## src/rtl/ram_access_sequencer.sv

```systemverilog
// ram_access_sequencer
//   Sequences every access to the byte-wide on-chip RAM for two requesters:
//   instruction fetch (word reads) and data (byte/half/word, read or write).
//   Arbitrates round-robin when both request at once, rejects misaligned,
//   illegal-length or out-of-range requests without touching the RAM, and splits
//   legal requests into little-endian byte beats, one beat per cycle.
//
// Ports
//   clk, rst                      clock, asynchronous active-high reset
//   i_req/i_addr                  fetch request (always a word read)
//   i_ack/i_rdata/i_err           fetch completion pulse, word, reject flag
//   d_req/d_we/d_len/d_addr/d_wdata   data request (len 00 byte, 01 half, 10 word)
//   d_ack/d_rdata/d_err           data completion pulse, zero-extended read, reject flag
//   ram_addr/ram_we/ram_wdata     byte port to RAM
//   ram_rdata                     RAM read byte, combinational from ram_addr
//   busy                          high whenever a transaction is in progress

module ram_access_sequencer #(
    parameter int unsigned RAM_WIDTH = 12
) (
    input  logic        clk,
    input  logic        rst,
    input  logic        i_req,
    input  logic [31:0] i_addr,
    output logic        i_ack,
    output logic [31:0] i_rdata,
    output logic        i_err,
    input  logic        d_req,
    input  logic        d_we,
    input  logic [1:0]  d_len,
    input  logic [31:0] d_addr,
    input  logic [31:0] d_wdata,
    output logic        d_ack,
    output logic [31:0] d_rdata,
    output logic        d_err,
    output logic [31:0] ram_addr,
    output logic        ram_we,
    output logic [7:0]  ram_wdata,
    input  logic [7:0]  ram_rdata,
    output logic        busy
);

    typedef enum logic [1:0] {StIdle, StBeat, StErr, StResp} state_e;

    state_e      state;
    logic        port_d;        // granted port: 1 = data, 0 = fetch
    logic        last_grant_d;  // round-robin memory: 1 = data was granted last
    logic [31:0] addr_q;
    logic        we_q;
    logic [1:0]  last_q;        // index of final beat (n-1)
    logic [31:0] wdata_q;
    logic [1:0]  beat_q;
    logic [31:0] rbuf_q;

    // Request selection and checking, only meaningful in StIdle.
    logic        pick_d;
    logic [31:0] sel_addr;
    logic [1:0]  sel_len;
    logic        sel_we;
    logic [1:0]  sel_last;
    logic        reject;

    always_comb begin
        pick_d   = d_req && (!i_req || !last_grant_d);
        sel_addr = pick_d ? d_addr : i_addr;
        sel_len  = pick_d ? d_len : 2'b10;
        sel_we   = pick_d && d_we;
        // byte -> 0, half -> 1, word -> 3
        sel_last = {sel_len[1], sel_len[1] | sel_len[0]};
        reject   = (sel_len == 2'b11)
                || (sel_len == 2'b01 && sel_addr[0])
                || (sel_len == 2'b10 && sel_addr[1:0] != 2'b00)
                || ((sel_addr >> RAM_WIDTH) != 32'd0);
    end

    // Beat datapath.
    logic [1:0]  next_beat;
    logic [31:0] wshift;
    logic [31:0] rbuf_next;

    always_comb begin
        next_beat = beat_q + 2'd1;
        wshift    = wdata_q >> {next_beat, 3'b000};
        // rbuf is cleared at grant, so OR-ing each byte in leaves upper bytes zero.
        rbuf_next = rbuf_q | ({24'd0, ram_rdata} << {beat_q, 3'b000});
    end

    always_ff @(posedge clk or posedge rst) begin
        if (rst) begin
            state        <= StIdle;
            port_d       <= 1'b0;
            last_grant_d <= 1'b0;
            addr_q       <= 32'd0;
            we_q         <= 1'b0;
            last_q       <= 2'd0;
            wdata_q      <= 32'd0;
            beat_q       <= 2'd0;
            rbuf_q       <= 32'd0;
            i_ack        <= 1'b0;
            i_err        <= 1'b0;
            i_rdata      <= 32'd0;
            d_ack        <= 1'b0;
            d_err        <= 1'b0;
            d_rdata      <= 32'd0;
            ram_addr     <= 32'd0;
            ram_we       <= 1'b0;
            ram_wdata    <= 8'd0;
            busy         <= 1'b0;
        end else begin
            case (state)
                StIdle: begin
                    if (i_req || d_req) begin
                        port_d       <= pick_d;
                        last_grant_d <= pick_d;
                        addr_q       <= sel_addr;
                        we_q         <= sel_we;
                        last_q       <= sel_last;
                        wdata_q      <= d_wdata;
                        beat_q       <= 2'd0;
                        rbuf_q       <= 32'd0;
                        busy         <= 1'b1;
                        if (reject) begin
                            state <= StErr;
                            if (pick_d) begin
                                d_ack <= 1'b1;
                                d_err <= 1'b1;
                            end else begin
                                i_ack <= 1'b1;
                                i_err <= 1'b1;
                            end
                        end else begin
                            // Present beat 0 in the first BEAT cycle.
                            state     <= StBeat;
                            ram_addr  <= sel_addr;
                            ram_we    <= sel_we;
                            ram_wdata <= sel_we ? d_wdata[7:0] : 8'd0;
                        end
                    end
                end

                StBeat: begin
                    if (!we_q) begin
                        rbuf_q <= rbuf_next;
                    end
                    if (beat_q == last_q) begin
                        state     <= StResp;
                        ram_addr  <= 32'd0;
                        ram_we    <= 1'b0;
                        ram_wdata <= 8'd0;
                        if (port_d) begin
                            d_ack <= 1'b1;
                            if (!we_q) begin
                                d_rdata <= rbuf_next;
                            end
                        end else begin
                            i_ack   <= 1'b1;
                            i_rdata <= rbuf_next;
                        end
                    end else begin
                        beat_q    <= next_beat;
                        ram_addr  <= addr_q + {30'd0, next_beat};
                        ram_wdata <= we_q ? wshift[7:0] : 8'd0;
                    end
                end

                StErr, StResp: begin
                    state <= StIdle;
                    i_ack <= 1'b0;
                    i_err <= 1'b0;
                    d_ack <= 1'b0;
                    d_err <= 1'b0;
                    busy  <= 1'b0;
                end

                default: state <= StIdle;
            endcase
        end
    end

endmodule

```

## config.mk

```make
export PLATFORM = sky130hd
export DESIGN_NAME = ram_access_sequencer
export DESIGN_NICKNAME = d
export VERILOG_FILES = /design/src/rtl/ram_access_sequencer.sv
export SDC_FILE = /design/constraint.sdc
export NUM_CORES = 1
export LEC_CHECK = 0
export ABC_AREA = 1
export CELL_PAD_IN_SITES_DETAIL_PLACEMENT = 0
export CELL_PAD_IN_SITES_GLOBAL_PLACEMENT = 2
export CORE_ASPECT_RATIO = 2
export CORE_UTILIZATION = 27
export CTS_BUF_LIST = sky130_fd_sc_hd__clkbuf_4 sky130_fd_sc_hd__clkbuf_8
export DETAILED_ROUTE_END_ITERATION = 10
export GPL_ROUTABILITY_DRIVEN = 0
export GPL_TIMING_DRIVEN = 0
export PLACE_DENSITY = 0.89
export SYNTH_ARGS = -nofsm -noshare
export SYNTH_HDL_FRONTEND = slang
export SYNTH_SLANG_ARGS = --single-unit
```

## constraint.sdc

```tcl
create_clock -name clk -period 6.6 [get_ports clk]
set_input_delay 1.32 -clock clk [delete_from_list [all_inputs] [get_ports clk]]
set_output_delay 1.32 -clock clk [all_outputs]
set_load 0.05 [all_outputs]
```

==> impl_results.md <==
* GR Overflow Total at 0
* Antenna violations before repair at 4
* First-pass GRT wire length at 56.2 mm
* Post_cts resized at 0
* R2r worst-path depth at 14
* Hold WC Path Type: reg2reg
* Latest clock arrival within the worst-skew pair at 0.55 ns
* Min-Delay Startpoint: ram_addr[18]$_DFFE_PP0P_
* Pwr Density at 510 mW/mm^2
* Syn nets at 1374
* Area contributors post-synth: dfrtp_1 53%, nand2_1 16%, o21ai_0 6.6%, inv_1 3.9%, a21oi_1 2.8%
* Chip Height at 275 um
* Max-Cap Viols at 0
* Maximum clock frequency at 268 MHz
* Full die area at 0.0382 mm^2
* Layout Nets at 1636
* Synthesized instance count at 1260
* Yosys reg bits at 214
* Crit path max-delay cell type: fa_1
* R2r setup slk at 2.86 ns
* Critical Path AT at 4.21 ns
* Share of layout cells above drive strength 1 at 0.0642
* WL/cell at 18.7 um
* Kind of critical path: reg2reg
* Static Leak at 6.38 nW
* Routed wire length at 37.3 mm
* Crit path launch type: register
* Hold Path End: ram_addr[18]$_DFFE_PP0P_
* Clock sinks at 214
* Fill cells at 3848
* Via count at 9401
* Top FF cell, synth: dfrtp_1
* Ys Warns at 0
* EDFF count, synth at 0
* CP peak stage delay at 0.49 ns
* Final Slew Violations at 0
* Hold depth at 2
* CP endpoint kind: register
* Initial core utilization at 0.275
* Clock Path Buffers at 3
* Largest net degree at the start of global routing at 42
* CP required at 7.07 ns
* Final setup fails at 0
* Register area at 0.00536 mm^2
* Die width at 139 um
* Mean number of vias per cell at 4.71
* Failing checks: DRC
* H-tree levels at 2
* Detail Placement HPWL at 29.4 mm
* Core ar. at 0.0367 mm^2
* Avg Cell Area, Syn at 8.00 um^2
* CTS tree: yes
* Peak VDD IR at 0.362 mV
* FFs w/ async S/R, synth at 1.00
* Most common cell in the synthesized netlist: nand2_1
* Worst r2r dst: ram_addr[26]$_DFFE_PP0P_
* Most used cell, CP: nand2_1
* Clk root buf: clkbuf_8
* GRT Util Overall at 0.197
* Post-synth top cells: 436 x nand2_1, 214 x dfrtp_1, 134 x o21ai_0
* Finished Layout Cells at 1998
* Final period utilization at 0.566
* Syn-to-layout area delta at 35.8%
* Rel. slew slack at 0.555
* Area leader, netlist: dfrtp_1
* Max Fanout on Critical Path at 10
* # IOs at 221
* Fin Setup TNS at 0 ns
* FF-to-FF Start: beat_q[1]$_DFFE_PP0P_
* Fin crit period at 3.74 ns
* Routed Antenna Nets at 0
* Hold Vio Cnt, Final at 0
* Worst-margin pin slew at 0.668 ns
* Top-area cell type share of the netlist area at 0.531
* First DRT Iteration DRCs at 476
* Post-CTS setup buffers at 0
* # hold bufs at CTS at 0
* Seq/Total Area, Yosys at 0.531
* Cts bufs inserted at 34
* Mapped Area at 0.0101 mm^2
* Clk slew on worst S/H paths at 0.06 ns
* Unique masters post-synth at 39
* Worst path cell trace: buf_2 > inv_1 > nand2_1 > clkinv_1 > nor2_1 > inv_1 > fa_1 > nor2_1 > nand2_1 > nor3_1 > nand4_1 > o21bai_1 > nand3_1 > nand2_1
* Rows at 99
* Placed cell count at 1940
* Drt pass-1 iters at 10
* Drc violations at 11
* Worst Skew at 0.0325 ns
* PortBufs at 220
* Vias in the first global route at 9576
* Status: finished, violations left
* RSZ-0062 raised after global routing: false
* Area used by multi-input combinational logic at 0.00406 mm^2
## through the flow
stage	total power, mW	hold WS (ns)	cell area, um^2	setup slack (ns)	utilization
after floorplan	4.46	0.449	10100	2.50	-
after global placement	5.76	0.459	12900	0.670	0.351
after detailed placement	5.81	0.461	13000	2.44	0.354
after CTS	7.06	0.477	13700	2.75	0.373
after global routing	7.42	0.491	13700	2.55	0.373
final	6.98	0.472	13700	2.86	0.373
## power breakdown
group / total (mW) / internal, mW / switching (mW)
registers: 2.23 / 1.85 / 0.382
logic: 3.52 / 1.08 / 2.45
clock network: 1.23 / 0.661 / 0.564
total: 6.98 / 3.59 / 3.39
## cell type report
type / instances / share of cell area
buffer: 63 / 0.0193
timing repair buffer: 226 / 0.170
sequential: 214 / 0.391
clock inverter: 8 / 0.00539
clock buffer: 49 / 0.0465
inverter: 109 / 0.0302
multi-input combinational: 874 / 0.296
tap: 454 / 0.0415
antenna: 1 / 0.000183
## registers in the layout, indices dropped and copies added (netlist names), 2 cells and up
register and flops:
addr_q 32, d_rdata 32, i_rdata 32, ram_addr 32, rbuf_q 32, wdata_q 32, ram_wdata 8, beat_q 2
last_q 2, state 2
## worst max-delay path by stage
stage                                startpoint                        to  depth (start not counted)
final                     beat_q[1]$_DFFE_PP0P_  ram_addr[26]$_DFFE_PP0P_                         14
after global placement                      rst   d_rdata[14]$_DFFE_PP0P_                          2
after detailed placement                  d_req  ram_addr[22]$_DFFE_PP0P_                         12
after floorplan                             rst     addr_q[0]$_DFFE_PP0P_                          1
after global routing      beat_q[1]$_DFFE_PP0P_  ram_addr[26]$_DFFE_PP0P_                         14
after CTS                 beat_q[1]$_DFFE_PP0P_  ram_addr[22]$_DFFE_PP0P_                         13
## layer usage
layer  vias to the layer above  routed length (um)  GRT usage
met1                      4478               12900      0.187
met5                         -                  29          0
met3                        74                1430     0.0311
met2                       230               21400      0.406
li1                       4615                   -          -
met4                         4                1540     0.0906
## logic make-up (layout without fill, tap and decap cells)
family | after synthesis | count (layout) | share of synthesized area
other | 0 | 1 | 0
DFF | 214 | 214 | 0.531
adders and majority gates | 3 | 3 | 0.00447
and+or+nand+nor | 610 | 610 | 0.250
AOI/OAI and AO/OA | 246 | 246 | 0.133
xor gates and xnor gates | 5 | 5 | 0.00434
muxes | 10 | 10 | 0.00992
buffers and inverters | 172 | 455 | 0.0667
## worst max-delay path, delay by kind of cell (launching register included)
| family | cells | cell delay (ns) |
|---|---|---|
| buffers and inverters | 4 | 0.81 |
| adders and majority gates | 1 | 0.49 |
| and+or+nand+nor | 8 | 1.82 |
| AOI/OAI and AO/OA | 1 | 0.23 |
| DFF | 1 | 0.31 |
## cell usage in the layout, fill, tap and decap left out, types with 3 or more instances in the layout
cell,instances
dfrtp_1,214
o22ai_1,5
clkinv_1,3
clkinvlp_4,3
inv_1,104
clkbuf_1,36
nand3b_1,13
buf_2,16
mux2i_1,10
o21bai_1,18
a21oi_1,57
a31o_2,8
xor2_1,3
o21ai_0,134
clkbuf_8,43
clkinv_2,4
nor3_1,12
nor2_1,58
buf_12,6
o21ai_1,8
a31oi_1,9
nand3_1,52
o211ai_1,3
clkdlybuf4s50_1,220
clkbuf_4,6
buf_1,9
nand2_1,436
nand4_1,27
Power figures use the tool's default switching activity.
